## src/rtl/dav_lat_pkg.sv

```systemverilog
// Shared types and constants for the DAV latency monitor.
// The package holds the channel FSM encoding, the mode selectors and the measurement-count width.
package dav_lat_pkg;

  typedef enum logic [1:0] {
    ST_IDLE = 2'd0,
    ST_RUN  = 2'd1,
    ST_DONE = 2'd2
  } chan_state_e;

  localparam int MODE_SINGLE = 0;
  localparam int MODE_REARM  = 1;

  localparam int MC_W = 8;

endpackage

```

## src/rtl/dav_lat_chan.sv

```systemverilog
// One latency channel: an IDLE/RUN/DONE FSM with a saturating cycle counter.
// It captures START-to-STOP latency, an overflow flag and a completed-measurement count.
module dav_lat_chan
  import dav_lat_pkg::*;
#(
  parameter int TW   = 8,
  parameter int MODE = MODE_SINGLE,
  parameter int TMR  = 0
) (
  input  logic            clkcms,
  input  logic            clr_fpgarst,
  input  logic            clr,
  input  logic            holdoff,
  input  logic            start,
  input  logic            stop,
  output logic [TW-1:0]   time_out,
  output logic            valid,
  output logic            ovf,
  output logic [MC_W-1:0] meas_cnt
);

  localparam logic [TW-1:0] CNT_MAX = '1;
  localparam int            NREP    = (TMR != 0) ? 3 : 1;

  chan_state_e     state, state_nxt;
  logic [TW-1:0]   cnt_r [NREP];
  logic [TW-1:0]   cnt, cnt_nxt, time_nxt;
  logic            valid_nxt, ovf_nxt;
  logic [MC_W-1:0] mc_nxt;

  if (TMR != 0) begin : g_vote
    assign cnt = (cnt_r[0] & cnt_r[1]) | (cnt_r[0] & cnt_r[2]) | (cnt_r[1] & cnt_r[2]);
  end else begin : g_single
    assign cnt = cnt_r[0];
  end

  // NOTE: every variable gets its hold value first, so no path through the
  // case leaves one unassigned and no latch is inferred.
  always_comb begin
    state_nxt = state;
    cnt_nxt   = cnt;
    time_nxt  = time_out;
    valid_nxt = valid;
    ovf_nxt   = ovf;
    mc_nxt    = meas_cnt;

    unique case (state)
      ST_IDLE: begin
        if (start && !holdoff) begin
          if (stop) begin
            time_nxt  = '0;
            valid_nxt = 1'b1;
            mc_nxt    = meas_cnt + 1'b1;
            state_nxt = ST_DONE;
          end else begin
            cnt_nxt   = TW'(1);
            state_nxt = ST_RUN;
          end
        end
      end
      ST_RUN: begin
        if (holdoff) begin
          state_nxt = ST_IDLE;
        end else if (stop) begin
          time_nxt  = cnt;
          valid_nxt = 1'b1;
          mc_nxt    = meas_cnt + 1'b1;
          state_nxt = ST_DONE;
        end else if (cnt == CNT_MAX) begin
          ovf_nxt = 1'b1;
        end else begin
          cnt_nxt = cnt + 1'b1;
        end
      end
      ST_DONE: begin
        if (MODE == MODE_REARM) state_nxt = ST_IDLE;
      end
      default: state_nxt = ST_IDLE;
    endcase

    // Clear wins over any start, stop or capture in the same cycle.
    if (clr) begin
      state_nxt = ST_IDLE;
      cnt_nxt   = '0;
      time_nxt  = '0;
      valid_nxt = 1'b0;
      ovf_nxt   = 1'b0;
      mc_nxt    = '0;
    end
  end

  // NOTE: state registers use non-blocking assignments so every flop samples
  // pre-edge values regardless of statement order.
  always_ff @(posedge clkcms or posedge clr_fpgarst) begin
    if (clr_fpgarst) begin
      state    <= ST_IDLE;
      time_out <= '0;
      valid    <= 1'b0;
      ovf      <= 1'b0;
      meas_cnt <= '0;
      // NOTE: counter replicas are all reset so the majority vote starts consistent.
      for (int i = 0; i < NREP; i++) cnt_r[i] <= '0;
    end else begin
      state    <= state_nxt;
      time_out <= time_nxt;
      valid    <= valid_nxt;
      ovf      <= ovf_nxt;
      meas_cnt <= mc_nxt;
      for (int i = 0; i < NREP; i++) cnt_r[i] <= cnt_nxt;
    end
  end

endmodule

```

## src/rtl/dav_lat_monitor.sv

```systemverilog
// Multi-channel START-to-STOP latency monitor with a prescaled power-on holdoff.
// The per-channel results are read out through the JTAG readout path.
module dav_lat_monitor
  import dav_lat_pkg::*;
#(
  parameter int NCH     = 4,
  parameter int TW      = 8,
  parameter int POH_W   = 8,
  parameter int POH_DIV = 0,
  parameter int MODE    = MODE_SINGLE,
  parameter int TMR     = 0
) (
  input  logic                clkcms,
  input  logic                clr_fpgarst,
  input  logic                fpgarst,
  input  logic                clr,
  input  logic [NCH-1:0]      start,
  input  logic [NCH-1:0]      stop,
  output logic                holdoff,
  output logic [NCH*TW-1:0]   time_out,
  output logic [NCH-1:0]      valid,
  output logic [NCH-1:0]      ovf,
  output logic [NCH*MC_W-1:0] meas_cnt
);

  localparam int PW = (POH_DIV > 0) ? POH_DIV : 1;

  logic [POH_W-1:0] poh_cnt;
  logic [PW-1:0]    presc;
  logic             tick, release_poh, holdoff_nxt;

  assign tick        = (POH_DIV == 0) ? 1'b1 : (presc == {PW{1'b1}});
  // A live fpgarst blocks release so holding it high keeps holdoff asserted.
  assign release_poh = (&poh_cnt) & tick & ~fpgarst;
  assign holdoff_nxt = ~release_poh & (fpgarst | holdoff);

  always_ff @(posedge clkcms or posedge clr_fpgarst) begin
    if (clr_fpgarst) begin
      holdoff <= 1'b1;
      poh_cnt <= '0;
      presc   <= '0;
    end else begin
      holdoff <= holdoff_nxt;
      if (!holdoff || fpgarst) begin
        poh_cnt <= '0;
        presc   <= '0;
      end else begin
        presc <= presc + 1'b1;
        if (tick) poh_cnt <= poh_cnt + 1'b1;
      end
    end
  end

  for (genvar i = 0; i < NCH; i++) begin : g_chan
    dav_lat_chan #(
      .TW  (TW),
      .MODE(MODE),
      .TMR (TMR)
    ) u_chan (
      .clkcms     (clkcms),
      .clr_fpgarst(clr_fpgarst),
      .clr        (clr),
      .holdoff    (holdoff),
      .start      (start[i]),
      .stop       (stop[i]),
      .time_out   (time_out[i*TW +: TW]),
      .valid      (valid[i]),
      .ovf        (ovf[i]),
      .meas_cnt   (meas_cnt[i*MC_W +: MC_W])
    );
  end

endmodule

```

## config.mk

```make
export PLATFORM = sky130hd
export DESIGN_NAME = dav_lat_monitor
export DESIGN_NICKNAME = d
export VERILOG_FILES = /design/src/rtl/dav_lat_pkg.sv /design/src/rtl/dav_lat_chan.sv /design/src/rtl/dav_lat_monitor.sv
export SDC_FILE = /design/constraint.sdc
export NUM_CORES = 1
export LEC_CHECK = 0
export CELL_PAD_IN_SITES_DETAIL_PLACEMENT = 0
export CELL_PAD_IN_SITES_GLOBAL_PLACEMENT = 1
export CORE_MARGIN = 8
export CORE_UTILIZATION = 42
export DETAILED_ROUTE_END_ITERATION = 8
export PLACE_DENSITY_LB_ADDON = 0.3
export SYNTH_ARGS = -nofsm -noshare
export SYNTH_HDL_FRONTEND = slang
export SYNTH_SLANG_ARGS = --single-unit
export TNS_END_PERCENT = 100
```

## constraint.sdc

```tcl
create_clock -name clkcms -period 5.5 [get_ports clkcms]
set_input_delay 1.1 -clock clkcms [delete_from_list [all_inputs] [get_ports clkcms]]
set_output_delay 1.1 -clock clkcms [all_outputs]
set_load 0.005 [all_outputs]
```

==> results of run 1 <==
metrics by stage:
step           total power, mW  worst slack, ns  instance area, um2
4_1_cts                   2.17             2.63                7540
5_1_grt                   2.21             2.45                7540
3_3_place_gp             0.994             2.26                6920
2_1_floorplan            0.970             1.19                6000
3_5_place_dp             0.996             2.19                6920
6_report                  2.14             2.63                7540
routing by layer:
metal | GRT usage | wire, um | vias up
li1 | - | - | 2360
met1 | 0.198 | 6460 | 2344
met2 | 0.242 | 6300 | 113
met3 | 0.0456 | 728 | 15
met4 | 0.0654 | 195 | 0
met5 | 0 | 0 | -
Yosys cell counts, types with 3 or more instances:
| master | instances |
|---|---|
| a21oi_1 | 29 |
| a22o_1 | 8 |
| a31oi_1 | 7 |
| and2_1 | 11 |
| and3_1 | 6 |
| buf_2 | 6 |
| buf_4 | 9 |
| clkbuf_1 | 17 |
| dfrtp_1 | 120 |
| ha_1 | 9 |
| inv_1 | 20 |
| mux2_2 | 3 |
| mux2i_1 | 11 |
| nand2_1 | 69 |
| nand2b_1 | 13 |
| nand3_1 | 32 |
| nand3b_1 | 4 |
| nand4_1 | 15 |
| nor2_1 | 56 |
| nor2b_1 | 5 |
| nor3_1 | 15 |
| nor3b_1 | 5 |
| o21ai_0 | 29 |
| o21ai_1 | 6 |
| o21ba_2 | 3 |
| o22a_1 | 10 |
| o31ai_1 | 24 |
| o41ai_1 | 4 |
| or3_1 | 6 |
| or3b_1 | 3 |
| or4_1 | 5 |
| xnor2_1 | 13 |
| xor2_1 | 8 |
path summary, 6_finish.rpt:
path	from	endpoint
max	clr	g_chan[1].u_chan.meas_cnt[7]$_DFFE_PP0P_
max reg2reg	holdoff$_DFF_PP1_	g_chan[2].u_chan.cnt[0]$_DFFE_PP0P_
min reg2reg	poh_cnt[0]$_DFF_PP0_	poh_cnt[0]$_DFF_PP0_
min in group asynchronous	clr_fpgarst	g_chan[1].u_chan.cnt[5]$_DFFE_PP0P_
min	poh_cnt[0]$_DFF_PP0_	poh_cnt[0]$_DFF_PP0_
max in group asynchronous	clr_fpgarst	g_chan[3].u_chan.state[0]$_DFFE_PP0P_
state kept, by name, summed over array words and instances (netlist names):
signal / count
g_chan.u_chan.cnt: 32
g_chan.u_chan.meas_cnt: 32
g_chan.u_chan.ovf: 4
g_chan.u_chan.state: 8
g_chan.u_chan.time_out: 32
g_chan.u_chan.valid: 4
holdoff: 1
poh_cnt: 8
worst max-delay path: stages:
cell,delay [ns]
buf_2,0.44
buf_4,0.57
a21oi_1,0.32
or4_1,0.57
a21oi_1,0.16
cell type report:
| type | instances | area [um2] |
|---|---|---|
| fillers | 1245 | 6390 |
| repair buffers | 88 | 866 |
| inverters | 20 | 77.6 |
| multi-input cells | 444 | 2730 |
| clock inverters | 13 | 176 |
| flip-flops and latches | 121 | 3030 |
| well taps | 180 | 225 |
| clock buffers | 19 | 443 |
logic make-up (layout without fill, tap and decap cells):
kind of cell / count (synthesis) / count (layout) / synth area share
fa+ha+maj: 9 / 9 / 0.0188
xor+xnor: 21 / 21 / 0.0307
compound gates: 136 / 136 / 0.151
mux: 16 / 16 / 0.0277
buf+inv: 54 / 140 / 0.0407
flops: 121 / 121 / 0.505
simple gates: 262 / 262 / 0.226
power breakdown:
group | internal (mW) | total (mW) | switching, mW | leakage, nW
logic | 0.0234 | 0.0752 | 0.0518 | 1.19
clock network | 0.765 | 1.16 | 0.394 | 0.299
registers | 0.897 | 0.903 | 0.00605 | 1.68
total | 1.69 | 2.14 | 0.452 | 3.16
==> results.ini, run 1 <==
[final_layout]
layout_common_cells = dfrtp_1, clkdlybuf4s50_1, nand2_1
area_growth_pct = 25.7
layout.nets = 713
antenna_cells = 0
layout_commonest_cell = dfrtp_1
drive_above_1_share = 0.0809
final_util = 0.541
fin_cells = 885

[logic_synthesis]
async_flop_share = 1.00
syn_nets = 640
synth_edf_count = 0
synth_warnings = 0
ys_ff_latch = 121
seq_area_frac_synth = 0.505
netlist_instances = 619
syn_avg_cell_area_um2 = 9.69
syn_area_um2 = 6000
synthTopCellsByArea = dfrtp_1, nand2_1, nor2_1
synth_area_leader_cell = dfrtp_1
synth_top_area_share = 0.501
synthFlopType = dfrtp_1
synth_cell_types = 61

[sta]
tightest_slew_ns = 1.10
drv_slew = 0
finalHoldViolations = 0
hold_ws_ns = 0.462
grt_setup_unrepaired = no
skew_ns = 0.00989
final-setup-viol-count = 0
fin_crit_sh = 0.521
fin_setup_tns_ns = 0
maxSlewHeadroom = 0.268
period_needed_ns = 2.87
timing.fmax_ghz = 0.349

[detailed_routing]
first_pass_iters = 4
finalWirelength_um = 13700
post_drt_wl_per_cell_um = 15.5
route.vias.total = 4832
drc = 0
drt-initial-drc-count = 334
drtAntennaViolNets = 0
via_per_inst = 5.46

[setup_path]
r2r_slack_ns = 3.37
cp.required_ns = 5.83
reg2regPathDepth = 4
worstSetupPathType = input pin to register
critPathMaxFanout = 54
crit_path_start_kind = input pin
end_kind = register
arrival_ns = 3.20

[worst_hold_path]
min-delay-path-class = register to register
holdPathStages = 1

[floorplan]
dieArea_um2 = 18400
die_w_um = 136
coreArea_um2 = 13900
rows = 43
ios = 85
start_util = 0.431
dieHeight_um = 136

[flow_run]
maxCapViolations = 0

[clock_tree]
clkLatencyLatePin_ns = 0.42
cts_tree = done
ctsResizeCount = 0
cts_max_level = 4
clockRootBuffer = clkbuf_16
cts_hold_buf = 0
path_clk_slew_ns = 0.05
clk_path_buf_depth = 2
postCtsSetupBuffers = 0
cts_buffers = 17
cts.sinks = 121

[grt]
grt_pass1_wl_um = 23300
grt_pass1_vias = 4712
antenna_found_initial = 0
grt.overflow.total = 0
grt_use_total = 0.156
grt_max_degree = 89

[outcome]
outcome = complete, no violations

[pwr]
powerDensity_nw_per_um2 = 283
ir_worst_vdd_mv = 0.196
leakage_nw = 3.16

[place]
port_buffers = 84
place_hpwl_um = 9370
place_inst = 853
place_congestion = 0.799

Note: power is estimated with default switching activity, not from simulation.
==> run 2: changes to the inputs <==
--- a/config.mk
+++ b/config.mk
@@ -8,7 +8,7 @@
 export CELL_PAD_IN_SITES_DETAIL_PLACEMENT = 0
 export CELL_PAD_IN_SITES_GLOBAL_PLACEMENT = 1
 export CORE_MARGIN = 8
-export CORE_UTILIZATION = 42
+export CORE_UTILIZATION = 38
 export DETAILED_ROUTE_END_ITERATION = 8
 export PLACE_DENSITY_LB_ADDON = 0.3
 export SYNTH_ARGS = -nofsm -noshare
==> constraint.sdc (replaced) <==
create_clock -name clkcms -period 2.3 [get_ports clkcms]
set_input_delay 0.46 -clock clkcms [delete_from_list [all_inputs] [get_ports clkcms]]
set_output_delay 0.46 -clock clkcms [all_outputs]
set_load 0.005 [all_outputs]
==> run 2 against run 1 <==
Net effect: cell count is 6.3% higher; die area is 9.3% higher; non-clock buffer count is 20 higher; largest power group unchanged.
==> results.ini, run 2 (same netlist as run 1, synthesis figures left out) <==
[outcome]
outcome = complete, no violations

[clock_tree]
cts.sinks = 121  ; unchanged
clkLatencyLatePin_ns = 0.41  ; about the same
postCtsSetupBuffers = 0  ; unchanged
clk_path_buf_depth = 2  ; unchanged
cts_hold_buf = 0  ; unchanged
path_clk_slew_ns = 0.06  ; about the same
ctsResizeCount = 0  ; unchanged
cts_max_level = 4  ; unchanged
cts_tree = done
cts_buffers = 17  ; unchanged
clockRootBuffer = clkbuf_16

[setup_path]
reg2regPathDepth = 4  ; unchanged
worstSetupPathType = register to output port
path_cells = clkdlybuf4s50_1
critical_path_depth = 1  ; -4
cp.required_ns = 1.84  ; -3.99 ns
crit_path_start_kind = register
critPathLaunch = holdoff$_DFF_PP1_
worstReg2RegStart = g_chan[3].u_chan.state[0]$_DFFE_PP0P_
end_kind = output port
crit_buf_inv = 1  ; -1
max_stage_delay_ns = 0.74  ; +0.17 ns
arrival_ns = 1.74  ; -1.46 ns
cp_slowest_cell = dfstp_2
critPathTopFamily = flip-flops
critPathMaxFanout = 14  ; -74%

[detailed_routing]
first_pass_iters = 4  ; unchanged
finalWirelength_um = 14100  ; +3.2%
via_per_inst = 5.18  ; -5.2%
drt-initial-drc-count = 354  ; +6.0%
route.vias.total = 4872  ; +0.83%
drc = 0  ; unchanged
post_drt_wl_per_cell_um = 15.0  ; -3.0%
drtAntennaViolNets = 0  ; unchanged

[sta]
drv_slew = 0  ; unchanged
period_needed_ns = 2.20
tightest_slew_ns = 0.556  ; -0.541 ns
fin_setup_tns_ns = 0  ; unchanged
maxSlewHeadroom = 0.628  ; +0.360
final-setup-viol-count = 0  ; unchanged
grt_setup_unrepaired = no
skew_ns = 0.00938  ; -0.000511 ns
finalHoldViolations = 0  ; unchanged
fin_crit_sh = 0.957
fin_ws_ns = 0.0983  ; -2.53 ns
timing.fmax_ghz = 0.454

[pwr]
powerDensity_nw_per_um2 = 695  ; +150%
leakage_nw = 3.30  ; +4.2%
ir_worst_vdd_mv = 0.481  ; +150%

[final_layout]
layout_commonest_cell = dfrtp_1
drive_above_1_share = 0.103  ; +0.0226
final_util = 0.501  ; -0.0405
fillCellCount = 1475  ; +18%
antenna_cells = 0  ; unchanged
layout.nets = 733  ; +2.8%
regArea_um2 = 3030  ; unchanged
area_growth_pct = 30.7
multi_input_area_um2 = 2730  ; unchanged
fin_cells = 941  ; +6.3%
layout_common_cells = dfrtp_1, clkdlybuf4s50_1, nand2_1

[floorplan]
coreArea_um2 = 15700  ; +12%
start_util = 0.383  ; -0.0473
dieArea_um2 = 20100  ; +9.3%
ios = 85  ; unchanged
rows = 46  ; +7.0%
dieHeight_um = 142  ; +4.5%
die_w_um = 142  ; +4.5%

[grt]
grt_pass1_vias = 4653  ; -1.3%
grt_max_degree = 71  ; -20%
antenna_found_initial = 0  ; unchanged
grt_use_total = 0.145  ; -0.0106
grt_pass1_wl_um = 23500  ; +0.86%
grt.overflow.total = 0  ; unchanged

[flow_run]
maxCapViolations = 0  ; unchanged

[place]
place_inst = 909  ; +6.6%
place_hpwl_um = 9850  ; +5.2%
place_ws_ns = 0.170  ; -2.02 ns
port_buffers = 84  ; unchanged
place_congestion = 0.848  ; +6.1%

[worst_hold_path]
holdPathStages = 2  ; +1
holdCritStartpoint = clr
min-delay-path-class = input pin to register

run 2: worst paths after layout:
| check | end | slack (ns) |
|---|---|---|
| worst max-delay path | holdoff | 0.1 |
| worst max register to register | g_chan[3].u_chan.cnt[0]$_DFFE_PP0P_ | 0.50 |
| worst min-delay path | g_chan[2].u_chan.state[0]$_DFFE_PP0P_ | 0.38 |
| min in group asynchronous | g_chan[0].u_chan.ovf$_DFFE_PP0P_ | 0.51 |
| worst min register to register | poh_cnt[0]$_DFF_PP0_ | 0.46 |
| max in group asynchronous | g_chan[3].u_chan.time_out[1]$_DFFE_PP0P_ | 1.44 |
run 2: worst register-to-register path: cells and delay by family, from the launching register on:
kind | cells | cell delay (ns)
and+or+nand+nor | 3 | 1.08
DFF | 1 | 0.42
AOI/OAI and AO/OA | 1 | 0.19
run 2: power breakdown:
part,total [mW],switching (mW),internal (mW)
logic,0.208,0.131,0.0766
clock network,3.09,0.947,2.14
registers,2.16,0.0135,2.14
run 2: metrics by stage:
| stage | area [um2] | total power [mW] | hold WS, ns |
|---|---|---|---|
| 6_report | 7840 | 5.45 | 0.382 |
| 5_1_grt | 7840 | 5.65 | 0.418 |
| 4_1_cts | 7840 | 5.53 | 0.374 |
| 3_5_place_dp | 7160 | 2.41 | 0.454 |
| 3_3_place_gp | 7160 | 2.40 | 0.446 |
| 2_1_floorplan | 6000 | 2.32 | 0.433 |
run 2: cell type report:
cell class,instances,share of cell area
flip-flops and latches,121,0.386
clock buffers,20,0.0557
well taps,216,0.0345
repair buffers,108,0.134
multi-input cells,444,0.348
inverters,20,0.0101
clock inverters,12,0.0314
run 2: layer usage:
layer,routed length (um),vias up,GRT usage
met5,0,-,0
li1,-,2395,-
met4,195,0,0.0548
met3,677,17,0.0380
met2,6520,79,0.230
met1,6730,2381,0.187
